--- config.mk ---
export PLATFORM = sky130hd
export DESIGN_NAME = memory_responder
export DESIGN_NICKNAME = d
export VERILOG_FILES = /design/src/rtl/memory_responder.sv
export SDC_FILE = /design/constraint.sdc
export NUM_CORES = 2
export LEC_CHECK = 0
export ABC_CLOCK_PERIOD_IN_PS = 4510
export BUFFER_PORTS_ARGS = -buffer_cell sky130_fd_sc_hd__buf_4
export CAP_MARGIN = 5
export CORE_MARGIN = 2
export CORE_UTILIZATION = 30
export DETAILED_ROUTE_END_ITERATION = 6
export MAX_ROUTING_LAYER = met4
export SYNTH_ARGS = -nofsm -noshare
export SYNTH_HDL_FRONTEND = slang
export SYNTH_SLANG_ARGS = --single-unit
--- constraint.sdc ---
create_clock -name clk -period 4.51 [get_ports clk]
set_clock_uncertainty 0.05 [all_clocks]
set_input_delay 0.2255 -clock clk [delete_from_list [all_inputs] [get_ports clk]]
set_output_delay 0.2255 -clock clk [all_outputs]
set_load 0.01 [all_outputs]
--- src/rtl/memory_responder.sv ---
// Bus-side RAM responder: serves single-beat reads/writes and two-beat read bursts
// with a one-cycle registered acknowledge after a configurable number of wait states.
package constants_pkg;
  localparam int unsigned MEMORY_ADDRESS_BITS = 8;
  localparam int unsigned MEMORY_DATA_BITS    = 8;
endpackage

module memory_responder
  import constants_pkg::*;
#(
  parameter int unsigned ADDR_BITS   = MEMORY_ADDRESS_BITS,
  parameter int unsigned DATA_BITS   = MEMORY_DATA_BITS,
  parameter int unsigned DEPTH       = 256,
  parameter int unsigned WAIT_STATES = 0
) (
  input  logic                 clk,
  input  logic                 reset_n,
  input  logic                 mem_req,
  input  logic                 mem_we,
  input  logic                 mem_burst,
  input  logic [ADDR_BITS-1:0] mem_addr,
  input  logic [DATA_BITS-1:0] mem_wdata,
  output logic                 mem_ack,
  output logic [DATA_BITS-1:0] mem_rdata,
  output logic                 mem_err,
  output logic                 busy
);

  localparam int unsigned IdxW = (DEPTH > 1) ? $clog2(DEPTH) : 1;

  typedef enum logic [1:0] {StIdle, StWait, StAck, StAck2} state_e;

  state_e                 state_q, state_d;
  logic [3:0]             cnt_q, cnt_d;
  logic [ADDR_BITS-1:0]   addr_q, addr_d;
  logic [DATA_BITS-1:0]   wdata_q, wdata_d;
  logic                   we_q, we_d, burst_q, burst_d;
  logic                   ack_q, ack_d, err_q, err_d;
  logic [DATA_BITS-1:0]   rdata_q, rdata_d;

  logic [DATA_BITS-1:0]   mem_q [DEPTH];
  logic [ADDR_BITS-1:0]   cur_addr, beat_addr;
  logic [DATA_BITS-1:0]   cur_wdata, read_val;
  logic [IdxW-1:0]        beat_idx;
  logic                   cur_we, beat_we, in_range, ram_we;

  always_ff @(posedge clk or negedge reset_n) begin
    if (!reset_n) begin
      state_q <= StIdle;
      cnt_q   <= '0;
      addr_q  <= '0;
      wdata_q <= '0;
      we_q    <= 1'b0;
      burst_q <= 1'b0;
      ack_q   <= 1'b0;
      err_q   <= 1'b0;
      rdata_q <= '0;
    end else begin
      state_q <= state_d;
      cnt_q   <= cnt_d;
      addr_q  <= addr_d;
      wdata_q <= wdata_d;
      we_q    <= we_d;
      burst_q <= burst_d;
      ack_q   <= ack_d;
      err_q   <= err_d;
      rdata_q <= rdata_d;
    end
  end

  always_comb begin
    state_d = state_q;
    cnt_d   = cnt_q;
    addr_d  = addr_q;
    wdata_d = wdata_q;
    we_d    = we_q;
    burst_d = burst_q;
    unique case (state_q)
      StIdle: begin
        if (mem_req) begin
          addr_d  = mem_addr;
          wdata_d = mem_wdata;
          we_d    = mem_we;
          burst_d = mem_burst & ~mem_we;
          if (WAIT_STATES > 0) begin
            state_d = StWait;
            cnt_d   = 4'(WAIT_STATES);
          end else begin
            state_d = StAck;
          end
        end
      end
      StWait: begin
        cnt_d = cnt_q - 4'd1;
        if (cnt_q == 4'd1) state_d = StAck;
      end
      StAck:   state_d = burst_q ? StAck2 : StIdle;
      StAck2:  state_d = StIdle;
      default: state_d = StIdle;
    endcase
  end

  // From IDLE with no wait states the beat is served straight from the bus fields.
  always_comb begin
    cur_addr  = (state_q == StIdle) ? mem_addr  : addr_q;
    cur_we    = (state_q == StIdle) ? mem_we    : we_q;
    cur_wdata = (state_q == StIdle) ? mem_wdata : wdata_q;
    beat_addr = (state_q == StAck) ? addr_q + ADDR_BITS'(1) : cur_addr;
    beat_we   = (state_q == StAck) ? 1'b0 : cur_we;
    in_range  = 32'(beat_addr) < DEPTH;
    beat_idx  = beat_addr[IdxW-1:0];
    read_val  = in_range ? mem_q[beat_idx] : '0;
    ack_d     = (state_d == StAck) || (state_d == StAck2);
    err_d     = ack_d & ~in_range;
    rdata_d   = (ack_d && !beat_we) ? read_val : rdata_q;
    // reset_n gate keeps an aborted write from landing on the edge reset releases.
    ram_we    = reset_n & (state_d == StAck) & beat_we & in_range;
  end

  always_ff @(posedge clk) begin
    if (ram_we) mem_q[beat_idx] <= cur_wdata;
  end

  assign mem_ack   = ack_q;
  assign mem_err   = err_q;
  assign mem_rdata = rdata_q;
  assign busy      = (state_q != StIdle);

endmodule

Word-level counts from Yosys, hierarchy flattened
Memories as Yosys holds them, arrays and structs flattened. A register that Yosys moved wholly into a read port is not among the register bits.
Cells that the tools add are included.

word-level totals
  register bits = 25
  bits in latches = 0
  memory bits (writable) = 2048
  memory bits (read-only) = 0
  input bits = 21
  output and inout bits = 11
  logic and storage cells = 38
  memories kept = 1

memory list
  memory  depth  bits a word  read ports  clocked after Yosys merged registers in  wr ports  RTL line  source
  mem_q   256    8            1           1                                        1         41        logic [DATA_BITS-1:0] mem_q [DEPTH];

cells by class
  $add $sub $neg = 2
  multipliers = 0
  div/mod/pow operators = 0
  order comparisons = 0
  equality and inequality tests = 6
  shifts and indexed selects = 0
  muxes and demuxes = 11
  bitwise logic cells = 4
  reduce and logical (&&, ||, !) cells = 7

operator list
  kind                                                                 count
  8-bit two-way mux                                                    3
  8-bit by 1-bit adder with 8-bit output (second input constant)       1
  2-bit == test (second input constant)                                4
  2-bit case mux with 4 select lines                                   1
  2-bit two-way mux                                                    3
  4-bit by 1-bit == test with 1-bit output (second input constant)     1
  1-bit two-way mux                                                    4
  4-bit by 1-bit subtractor with 4-bit output (second input constant)  1
  1-bit bitwise AND                                                    3
  2-bit by 1-bit == test with 1-bit output (second input constant)     1
  1-bit logical NOT                                                    2
  2-bit logical NOT                                                    1
  2-bit AND reduction                                                  1
  2-bit nonzero test                                                   1
  1-bit logical AND                                                    1
  1-bit logical OR                                                     1
  1-bit inverter                                                       1

Longest topological paths before layout
  word-level depth = 8
  mapped depth = 17
  depth with buffers taken out = 10

Worst setup path before layout
OpenSTA, ideal clock, no wires.

  kind = register to register
  start = reg state_q[0]
  end = mem mem_q[109][0] (netlist name), enable pin
  setup time = 370 ps
  arrival = 3083 ps
  required time = 4090 ps
  slack = 1007 ps
  stages on the path, launching flop included = 12
  buffers on the path = 6
  period minus slack after synthesis = 3503 ps
  cells stage by stage = dfrtp_1 -> buf_2 -> or3b_2 -> mux2_2 -> a211oi_1 -> buf_2 -> buf_2 -> buf_2 -> buf_2 -> nand2_1 -> clkbuf_1 -> nor2_1

between the ends
  cells in the longest elaborated chain, start to end = 7
  elaborated cells between the ends (all ways) = 16
  those cells by class = eq/ne (4); mux (9); bitwise (2); reduce/logical (1)

ends and longest elaborated chain
  what                                         RTL line  source
  start, declared                              33        state_e state_q, state_d;
  start signal, assigned                       49        state_q <= StIdle;
  start signal, assigned                       59        state_q <= state_d;
  2-bit == test, or another cell as far along  78        unique case (state_q)
  2-bit case mux with 4 select lines           78
  2-bit == test                                117       ram_we = reset_n & (state_d == StAck) & beat_we & in_range;
  1-bit bitwise AND (2 in series)              117
  1-bit two-way mux                            121       if (ram_we) mem_q[beat_idx] <= cur_wdata;
  1-bit two-way mux (implied by the code)      121
  end, declared                                41

Parallel ways exist; a longest one is shown, timed or not.

Worst setup path after layout
  start = reg addr_q[0]
  end = reg rdata_q[2], in the netlist mem_rdata[2], read port of mem_q

between the ends
  cells in the longest elaborated chain, start to end = 2
  elaborated cells between the ends (all ways) = 3
  those cells by class = add/sub (1); mux (2)

ends and longest elaborated chain
  what                                                                                RTL line  source
  start, declared                                                                     35        logic [ADDR_BITS-1:0] addr_q, addr_d;
  start signal, assigned                                                              61        addr_q <= addr_d;
  8-bit by 1-bit adder with 8-bit output / 8-bit two-way mux (equally long branches)  108, 105
  8-bit two-way mux *                                                                 108       beat_addr = (state_q == StAck) ? addr_q + ADDR_BITS'(1) : cur_addr;
  end, declared                                                                       39        logic [DATA_BITS-1:0] rdata_q, rdata_d;

Mark *: on every way between the ends. The rest lies on a longest branch, timed or not.
A chain may end at the register's enable or synchronous reset.

==> key figures <==
Yosys
  • Post-synthesis mux area share: 11.1%
  • Syn Std Cell Area: 0.0830 sq mm
  • Adder-cell area share of the yosys netlist: 0.0452%
  • Mapped Cells: 4,855
  • Post-Synth XOR/XNOR Area: 0.0316%
  • EDFF count, synth: 2,048
  • Most area-consuming cells after synthesis: edfxtp_1, mux4_2, nand2_1
  • Count of cell types in the netlist: 73
  • Async set or reset register ratio after synthesis: 1.59%
  • Register area share after synthesis: 75.1%
  • Ys flop type: edfxtp_1
  • Synthesis-stage register bit count: 2,081
  • Combinational family with the most area after synthesis: multiplexers
  • Syn Nets: 4,879
  • Syn Area/Cell: 17.1 sq um
  • Yosys warnings: 0
  • Simple-Gate Fraction of Synth Area: 7.00%
  • Compound-cell area share of the yosys netlist: 4.85%
  • Synth top area share: 74.1%
  • Dominant cell type by area after synthesis: edfxtp_1

STA
  • FMAX: 216 MHz
  • Tightest Pin Transition: 1120 ps
  • Post-Route Setup TNS: -112 ps
  • Setup ws final: -112 ps
  • Period minus WS final: 4620 ps
  • Final setup violation count: 1
  • Relative slew slack: 25.1%
  • Final Hold Fails: 0
  • RSZ-0062 raised after global routing: no
  • Slew Viols, Final: 0
  • Hold_ws: 103 ps
  • Final Cycle Share: 102%

GRT
  • Global Route Usage Sum: 17.9%
  • Largest net degree at the start of global routing: 132
  • Vias in the first global route: 47.5k
  • Congestion Overflow GR: 0
  • First-pass GRT wire length: 354 mm
  • Initial antenna violation count: 9

Routing
  • DRT Pass-1 Iters: 6
  • 1st-iter DRT viols: 6,815
  • Routed wire length per instance: 27.0 microns
  • Detailed route wirelength on metal2: 114 mm
  • Via/cell ratio: 5.30
  • Metal3 WL: 24.6 mm
  • Antenna-violating nets left: 0
  • Drt drc: 0
  • WL final: 249 mm
  • Via count: 48.9k
  • Top layer in use: met4
  • DRT met1 WL: 100 mm

Cells and area
  • Final instance area: 0.0981 sq mm
  • P&R area growth vs syn: 18.2%
  • # nets final: 5,354
  • Core Util, Final: 35.6%
  • Share of layout cells above drive strength 1: 22.8%
  • Fillers: 25.8k

Run status
  • Status: finished with violations
  • Failing checks: setup timing

Die
  • DIE WIDTH: 530 microns
  • Die area: 0.281 sq mm
  • Initial core utilization: 30.1%
  • Boundary Pins: 32
  • Core area: 0.276 sq mm
  • Die H: 530 microns
  • # rows: 193

Place
  • Count of input and output buffers: 30
  • Dpl hpwl: 159 mm
  • Routability Congestion: 0.920
  • Placed cell area: 0.0911 sq mm

Setup path
  • Worst EP required: 5200 ps
  • CP arrival: 5310 ps
  • Element type at the critical path end: flop
  • Critical-path maximum fanout: 12
  • Critical path type: flop to flop
  • Startpoint types: flop

Hold path
  • Hold Path Class: input port to flop

Power
  • LEAKAGE: 31.8 nW
  • Peak supply drop: 600 uV
  • Power density over the cells: 715 mW/mm^2
  • Pwr Total: 70.1 mW

Clock network
  • H-tree levels: 4
  • CTS buffer count: 208
  • Skew-Pair Late Insertion Delay: 870 ps
  • TritonCTS Sinks: 2,081
  • CTS tree: done
  • CTS root buf: clkbuf_16
  • Clock Pin Slew Worst Setup and Hold Paths: 70 ps
  • Clock tree buffer depth: 3

Flow run
  • Max-cap violations: 0
## critical path: stages, from the launching register on
cell       delay, ps
dfrtp_4          560
ha_1             280
nor2b_1          210
o21ba_2          320
nor2_4           170
nand2_1          620
a211oi_1         210
o41ai_2          580
o2111ai_1        430
or4b_1           700
o32a_1           360
## routing by layer
layer  global-route usage (%)  vias up
met3                     3.52      517
met4                     6.23        0
met1                     23.9    25400
li1                         -    20200
met2                     27.3     2728
met5                        -        -
## cells in the mapped netlist (4+ instances only)
| cell | number |
|---|---|
| edfxtp_1 | 2048 |
| nand2_1 | 648 |
| mux4_2 | 327 |
| nor2_1 | 316 |
| nand3_1 | 280 |
| a22oi_1 | 161 |
| buf_2 | 153 |
| mux2i_1 | 144 |
| a21oi_1 | 142 |
| clkbuf_1 | 77 |
| buf_1 | 44 |
| nand4_1 | 42 |
| a32oi_1 | 41 |
| buf_4 | 33 |
| dfrtp_1 | 33 |
| mux2_2 | 33 |
| a221oi_1 | 30 |
| a211oi_1 | 29 |
| a31oi_1 | 29 |
| o21ai_0 | 28 |
| a22o_1 | 23 |
| nor3_1 | 16 |
| o2111ai_1 | 13 |
| and3_1 | 12 |
| nor4_1 | 12 |
| and2_1 | 11 |
| a221o_1 | 9 |
| buf_6 | 8 |
| inv_1 | 8 |
| o31ai_1 | 7 |
| o32a_1 | 6 |
| or4_1 | 6 |
| a21boi_0 | 5 |
| a41oi_1 | 5 |
| o211ai_1 | 5 |
| o22ai_1 | 5 |
| or2_2 | 4 |
## layout make-up
type | count | area, sq um | area share (%)
Clock buffer | 250 | 5380 | 5.49
Tap cell | 3705 | 4640 | 4.72
Sequential cell | 2081 | 62300 | 63.5
Multi-Input combinational cell | 2450 | 19400 | 19.8
Inverter | 8 | 30.0 | 0.0306
Clock inverter | 129 | 1270 | 1.30
Antenna cell | 9 | 22.5 | 0.0230
Timing Repair Buffer | 581 | 5050 | 5.15
## logic make-up (layout without fill, tap and decap cells)
kind of cell             Yosys count  count (layout)
buffers and inverters            324             968
multiplexers                     505             505
AO/OA/AOI/OAI                    571             571
flip-flops                      2081            2081
other                              1              10
XOR/XNOR                           3               3
adder cells (fa/ha/maj)            3               3
AND/OR/NAND/NOR                 1367            1367
## registers in the layout (all words and copies together) (netlist names)
name,count
state_q,2
mem_q,2048
mem_ack,1
cnt_q,4
mem_rdata,8
we_q,1
burst_q,1
addr_q,8
wdata_q,8
## final timing paths
kind	start	to	slack, ps	depth (start not counted)
worst max-delay path	addr_q[0]	mem_rdata[2]	-110	10
worst min register to register	cnt_q[3]	cnt_q[3]	420	1
worst max register to register	addr_q[0]	mem_rdata[2]	-110	10
max in group asynchronous	reset_n	addr_q[0]	3400	4
worst min-delay path	mem_wdata[3]	wdata_q[3]	100	3
min in group asynchronous	reset_n	wdata_q[0]	540	4
## report_power, final
part | internal, mW | leakage, nW | total, mW | switching [mW]
clock | 9.42 | 3.24 | 16.9 | 7.52
sequential | 24.5 | 18.8 | 24.8 | 0.316
combinational | 9.48 | 9.78 | 28.4 | 18.9
total | 43.4 | 31.8 | 70.1 | 26.7
## what timing repair did
| item | CTS | global route |
|---|---|---|
| setup buffers | 0 | 9 |
| hold buffers | 22 | 0 |
| hold endpoints to repair | 53 | 0 |
| pin swaps | 0 | 3 |
| endpoints found under the setup margin | 3 | 4 |
| resized for setup | 4 | 4 |
## through the flow
step                std cells  worst slack (ps)
floorplan                4855              1010
global placement         8793              -399
detailed placement       8794              -414
CTS                      9195              1.46
global route             9207              2.21
finish                   9213              -112
## layout by cell type, fill, tap and decap left out, types with 43 or more instances in the layout
cell type / netlist / routed
a21oi_1: 142 / 141
a22oi_1: 161 / 160
buf_12: 0 / 51
buf_4: 33 / 507
clkbuf_16: 0 / 209
clkinv_1: 0 / 43
edfxtp_1: 2048 / 2048
mux2i_1: 144 / 144
mux4_2: 327 / 327
nand2_1: 648 / 646
nand3_1: 280 / 280
nor2_1: 316 / 309
Note: power is estimated with default switching activity, not from simulation.
